$ cat config.mk
export PLATFORM = sky130hd
export DESIGN_NAME = local_packetizer
export DESIGN_NICKNAME = d
export VERILOG_FILES = /design/src/rtl/local_packetizer.sv
export SDC_FILE = /design/constraint.sdc
export NUM_CORES = 1
export LEC_CHECK = 0
export CORE_ASPECT_RATIO = 0.6
export CORE_MARGIN = 4
export CORE_UTILIZATION = 30
export DETAILED_ROUTE_END_ITERATION = 16
export GPL_ROUTABILITY_DRIVEN = 0
export PLACE_DENSITY = 0.59
export SYNTH_ARGS = -nofsm -noshare
export SYNTH_HDL_FRONTEND = slang
export SYNTH_SLANG_ARGS = --single-unit
$ cat constraint.sdc
create_clock -name clk -period 1.8 [get_ports clk]
set_input_delay 0.27 -clock clk [delete_from_list [all_inputs] [get_ports clk]]
set_output_delay 0.27 -clock clk [all_outputs]
set_load 0.05 [all_outputs]
$ cat src/rtl/local_packetizer.sv
// rtl/local_packetizer.sv - frames core messages into header/body/tail flits for a router local port
module local_packetizer #(
    parameter int ROUTER_ID = 4,
    parameter int MAX_LEN   = 7
) (
    input  logic        clk,
    input  logic        rst,
    input  logic        msg_valid_i,
    output logic        msg_ready_o,
    input  logic [3:0]  msg_dest_i,
    input  logic [2:0]  msg_len_i,
    input  logic        word_valid_i,
    output logic        word_ready_o,
    input  logic [13:0] word_data_i,
    input  logic        local_full_i,
    output logic [16:0] local_data_o,
    output logic        busy_o,
    output logic [7:0]  pkt_count_o
);

    typedef enum logic [1:0] {
        IDLE = 2'd0,
        HEAD = 2'd1,
        BODY = 2'd2
    } state_t;

    localparam logic [3:0] SRC_ID  = 4'(ROUTER_ID);
    localparam logic [2:0] LEN_CAP = 3'(MAX_LEN);

    state_t      state;
    logic [3:0]  dest_q;
    logic [2:0]  len_q;
    logic [2:0]  remaining;
    logic [16:0] flit_q;
    logic [7:0]  pkt_count_q;

    // Ready is gated by rst so it reads 0 while reset is held, 1 as soon as it lifts.
    assign msg_ready_o  = (state == IDLE) & rst;
    assign word_ready_o = (state == BODY) & word_valid_i & ~local_full_i;
    assign busy_o       = (state != IDLE);
    assign local_data_o = flit_q;
    assign pkt_count_o  = pkt_count_q;

    always_ff @(posedge clk or negedge rst) begin
        if (!rst) begin
            state       <= IDLE;
            dest_q      <= '0;
            len_q       <= '0;
            remaining   <= '0;
            flit_q      <= '0;
            pkt_count_q <= '0;
        end else begin
            // Flit register is cleared every cycle so a flit is visible for exactly one cycle.
            flit_q <= '0;
            case (state)
                IDLE: begin
                    if (msg_valid_i) begin
                        dest_q <= msg_dest_i;
                        len_q  <= (msg_len_i > LEN_CAP) ? LEN_CAP : msg_len_i;
                        state  <= HEAD;
                    end
                end
                HEAD: begin
                    if (!local_full_i) begin
                        flit_q <= {1'b1, 1'b1, (len_q == 3'd0), dest_q, SRC_ID, len_q, 3'b000};
                        if (len_q == 3'd0) begin
                            state       <= IDLE;
                            pkt_count_q <= pkt_count_q + 8'd1;
                        end else begin
                            state     <= BODY;
                            remaining <= len_q;
                        end
                    end
                end
                BODY: begin
                    if (word_ready_o) begin
                        flit_q    <= {1'b1, 1'b0, (remaining == 3'd1), word_data_i};
                        remaining <= remaining - 3'd1;
                        if (remaining == 3'd1) begin
                            state       <= IDLE;
                            pkt_count_q <= pkt_count_q + 8'd1;
                        end
                    end
                end
                default: state <= IDLE;
            endcase
        end
    end

endmodule
* Yosys cells after proc, flatten, opt, wreduce, memory -nomap -nowiden
Index checks and enable logic that the tools add are counted.
Operators by class: bitwise gates (word level) 4, order comparisons 1, reduce and logical (&&, ||, !) cells 8, equality and inequality tests 9, muxes and demuxes 19, add/subtract/negate cells 2
Operator list (number):
- $mux W17 | 2
- $pmux W17 S2 | 1
- $mux W8 | 4
- $pmux W8 S2 | 1
- $mux W3 | 4
- $mux W2 | 5
- $ne A2 B2 Y1 const B | 5
- $add A8 B1 Y8 const B | 1
- $reduce_and A4 Y1 | 2
- $pmux W2 S3 | 1
- $pmux W3 S2 | 1
- $reduce_and A5 Y1 | 1
- $reduce_bool A2 Y1 | 2
- $and A1 B1 Y1 | 3
- $eq A3 B1 Y1 const B | 1
- $gt A3 B3 Y1 const B | 1
- $logic_not A3 Y1 | 1
- $sub A3 B1 Y3 const B | 1
- $eq A2 B1 Y1 const B | 1
- $eq A2 B2 Y1 const B | 1
- $logic_not A2 Y1 | 1
- $ne A2 B1 Y1 const B | 1
- $reduce_and A2 Y1 | 1
- $not A1 Y1 | 1
Word-level totals: input port bits 26, output and inout port bits 28, bits in registers 37, logic and storage cells 49

* Depth between registers and ports, before layout
depth after elaboration 5, gate-level depth with buffers 8, gate-level depth less buffers 6

* Worst setup path after synthesis
Ideal clock, no wire load.
path kind register to register, start reg state[0], end reg flit_q[14] (netlist: local_data_o[14]), arrival time 1.839 ns, library setup time 0.067 ns, setup slack -0.107 ns, path buffers 2, period minus slack after synthesis 1.907 ns, data required time 1.733 ns, cell stages (with the launch flop) 8, cell sequence dfrtp_1 -> inv_1 -> ha_1 -> and3b_1 -> clkbuf_1 -> and2_1 -> buf_2 -> a32o_1
Between the ends: cells in the longest elaborated chain, start to end 5, elaborated cells between the ends (all ways) 6, those cells by class eq/ne (2); mux (2); bitwise (2)
RTL lines:
- start, declared | RTL line 30 | state_t state;
- start signal, assigned | RTL line 46 | state <= IDLE;
- start signal, assigned | RTL line 60 | state <= HEAD;
- start signal, assigned | RTL line 67 | state <= IDLE;
- $eq A2 B2 Y1 | RTL line 39 | assign word_ready_o = (state == BODY) & word_valid_i & ~local_full_i;
- $and A1 B1 Y1 (2 in series) | RTL line 39
- named net word_ready_o | RTL line 13 | output logic word_ready_o,
- $mux W17 | RTL line 76 | if (word_ready_o) begin
- $pmux W17 S2 | RTL line 55 | case (state)
- end signal, assigned | RTL line 65 | flit_q <= {1'b1, 1'b1, (len_q == 3'd0), dest_q, SRC_ID, len_q, 3'b000};
- end signal, assigned | RTL line 77 | flit_q <= {1'b1, 1'b0, (remaining == 3'd1), word_data_i};
- end, declared | RTL line 34 | logic [16:0] flit_q;
The timed path passes the listed nets, and every way through them passes these cells. A chain may end at the register's enable or synchronous reset.

* Worst setup path after layout
start reg state[0], end out word_ready_o
Between the ends: cells in the longest elaborated chain, start to end 3
RTL lines (RTL line):
- $eq A2 B2 Y1 | 39
- $and A1 B1 Y1 (2 in series) | 39
- end, declared | 13
No other way between the ends.

==> summary.txt <==
Peak VDD IR: 0.691 mV
clock slew at reported path FFs: 0.08 ns
pwr/cell area: 1610 mW/mm2
Setup Viol. Count Final: 1
gr ovfl total: 0
vias in the first global route: 1,253
synthesis-to-layout area growth: 51.4%
worst-case clock skew: 0.00769 ns
number of DRC markers in iteration 0: 73
CP Depth: 6
first-pass GRT wire length: 6.11 mm
count leader, synth: dfrtp_1
total number of yosys warnings: 0
Cell Count, Final, Fillers Out: 266
dominant cell type by area after synthesis: dfrtp_1
CTS root buffer: clkbuf_8
ANT cells: 0
Async S/R FF share, synth: 1.00
Pint: 2.32 mW
Synth cell types: 34
Post-DP Area: 0.00227 mm2
die extent in y: 65.0 um
min Tclk post-route: 1.80 ns
Crit Reg-Reg Startpoint: state[0]
Crit Path Max Fanout: 5
Avg Inst Size Synth: 12.3 um2
Setup crit start kind: flop
min-delay worst type: in -> async
final instance area: 0.00245 mm2
CTS tree: yes
max cap viols: 0
Area contributors post-synth: dfrtp_1 57%, mux2_2 6.9%, ha_1 5.4%
Top Family by Delay on Critical Path: buffers and inverters
final core occ: 0.476
sequential area share after synthesis: 0.571
initial antenna violation count: 0
outcome: finished with violations
Starting Density: 0.315
CP required: 1.53 ns
drt drc: 0
CP dominant cell by count: buf_6
R2R setup slack: 0.04 ns
I/O Buffers: 53
sequential power share: 0.326
Final Max Tran Viols: 0
WS Path Type: reg -> out
PnR worst setup slack: -0.00316 ns
Clock Power Share: 0.182
pre-CTS setup slack: -0.0354 ns
ys flop type: dfrtp_1
worst-skew pair later-pin latency: 0.29 ns
largest net degree at the start of global routing: 38
Net Sw Frac: 0.413
Total GRT Usage: 0.121
drt via density: 4.60
synthesized flop and latch total: 37
Slew headroom: 0.666
P_leak: 1.14 nW
Gate Count Post-Synth: 132
failing checks: negative setup slack
top-area cell type share of the netlist area: 0.571
# fillers: 480
Cell Chain, Critical Path: inv_2 -> ha_4 -> buf_6 -> and3b_2 -> buf_6 -> buf_12
post-route setup TNS: -0.00316 ns
die area: 0.00668 mm2
Boundary Pins: 54
Max Fclk: 555 MHz
Rows: 20
Final Hold Viols: 0
Critical Path AT: 1.53 ns
CTS buffer count: 5
Post-Route WL: 3.93 mm
Synthesized Nets: 165
worst slew pin tran: 0.500 ns
post-route ant nets: 0
WP buf/inv: 4
Sink Count: 37
worst r2r dst: remaining[2]
HPWL after DPL: 3.01 mm
WHS: 0.0402 ns
post-placement cell count: 254
die span in x: 103 um
crit end category: output port
sw power: 1.64 mW
via count: 1,223
Core Region: 0.00515 mm2
wire per inst: 14.8 um
Post-synth top cells: 37 x dfrtp_1, 11 x nand2_1, 10 x mux2_2
nets: 232
Slowest cell on crit path: dfrtp_1
slowest stage delay, CP: 0.39 ns
H-tree depth: 2
share of layout cells above drive strength 1: 0.245
FF-to-FF path depth: 7
RSZ-0062 raised after global routing: yes
CTS Buffer Depth: 2
Post-CTS Hold Buffers: 0
Comb power frac: 0.492
drt first pass iters: 5
Mapped Area: 0.00162 mm2
fin crit share: 1.00
Final Total Pwr: 3.96 mW
Post-synth EDFFs: 0
-- power groups by stage --
stage	registers (mW)	clock network (mW)	logic [mW]
floorplan	1.67	0	0.811
global placement	1.28	0	1.81
detailed placement	1.30	0	1.86
CTS	1.29	0.740	1.88
global route	1.33	0.787	2.09
finish	1.29	0.720	1.95
-- kinds of logic (layout without fill, tap and decap cells) --
group | Yosys count | count (layout) | synth area share
and+or+nand+nor | 38 | 38 | 0.130
DFF | 37 | 37 | 0.571
AOI/OAI and AO/OA | 18 | 18 | 0.0926
buffers and inverters | 13 | 81 | 0.0332
muxes | 12 | 12 | 0.0818
adders and majority gates | 7 | 7 | 0.0540
xor gates and xnor gates | 7 | 7 | 0.0378
-- layout make-up --
type,instances,area (um2),share of cell area
sequential,37,926,0.377
multi-input combinational,82,672,0.274
timing repair buffer,64,626,0.255
tap,66,82.6,0.0336
clock buffer,5,68.8,0.0280
clock inverter,3,46.3,0.0189
inverter,9,33.8,0.0138
-- worst register-to-register path, cell delays in order (launching register included) --
cell	delay [ns]
dfrtp_1	0.41
buf_4	0.14
ha_2	0.22
o21bai_4	0.20
a221oi_2	0.06
buf_4	0.17
nand4_1	0.08
or3b_1	0.36
-- routing by layer --
layer / track usage / vias up / wire (um)
met5: 0 / - / 0
met4: 0.0436 / 0 / 14
met3: 0.0344 / 2 / 361
met2: 0.191 / 48 / 1750
met1: 0.159 / 574 / 1810
li1: - / 599 / -
-- timing repair --
action,in CTS,in global routing
setup buffers,0,4
pin swaps,1,1
resized for setup,5,4
setup endpoints to repair,1,4
-- state kept, by name, summed over array words and instances (netlist names) --
register / count
local_data_o: 17
pkt_count_o: 8
dest_q: 4
remaining: 3
len_q: 3
state: 2
-- cell usage in the layout, fill, tap and decap left out, types with 2 or more instances in the layout --
cell type        count
o21ai_0              2
dfrtp_1             37
and3_1               6
inv_1                8
nand2_1             11
a22o_1               6
xor2_1               4
mux2_2              10
buf_6                2
and2_1               4
clkbuf_8             5
nor2_1               2
nor4_1               2
buf_12               3
nand3_1              2
ha_1                 5
nand4_1              3
xnor2_1              3
buf_4               17
clkdlybuf4s50_1     41
mux2i_1              2
o22ai_1              2
a21oi_1              2
-- worst max-delay path by stage --
stage | start | end | slack (ns)
detailed placement | local_full_i | state[1] | -0.04
CTS | state[0] | word_ready_o | -0.01
finish | state[0] | word_ready_o | -0.003
floorplan | state[0] | local_data_o[14] | 0.03
global placement | local_full_i | state[0] | -0.01
global route | state[0] | word_ready_o | -0.06
No activity file was read; power rests on OpenSTA's default activity.
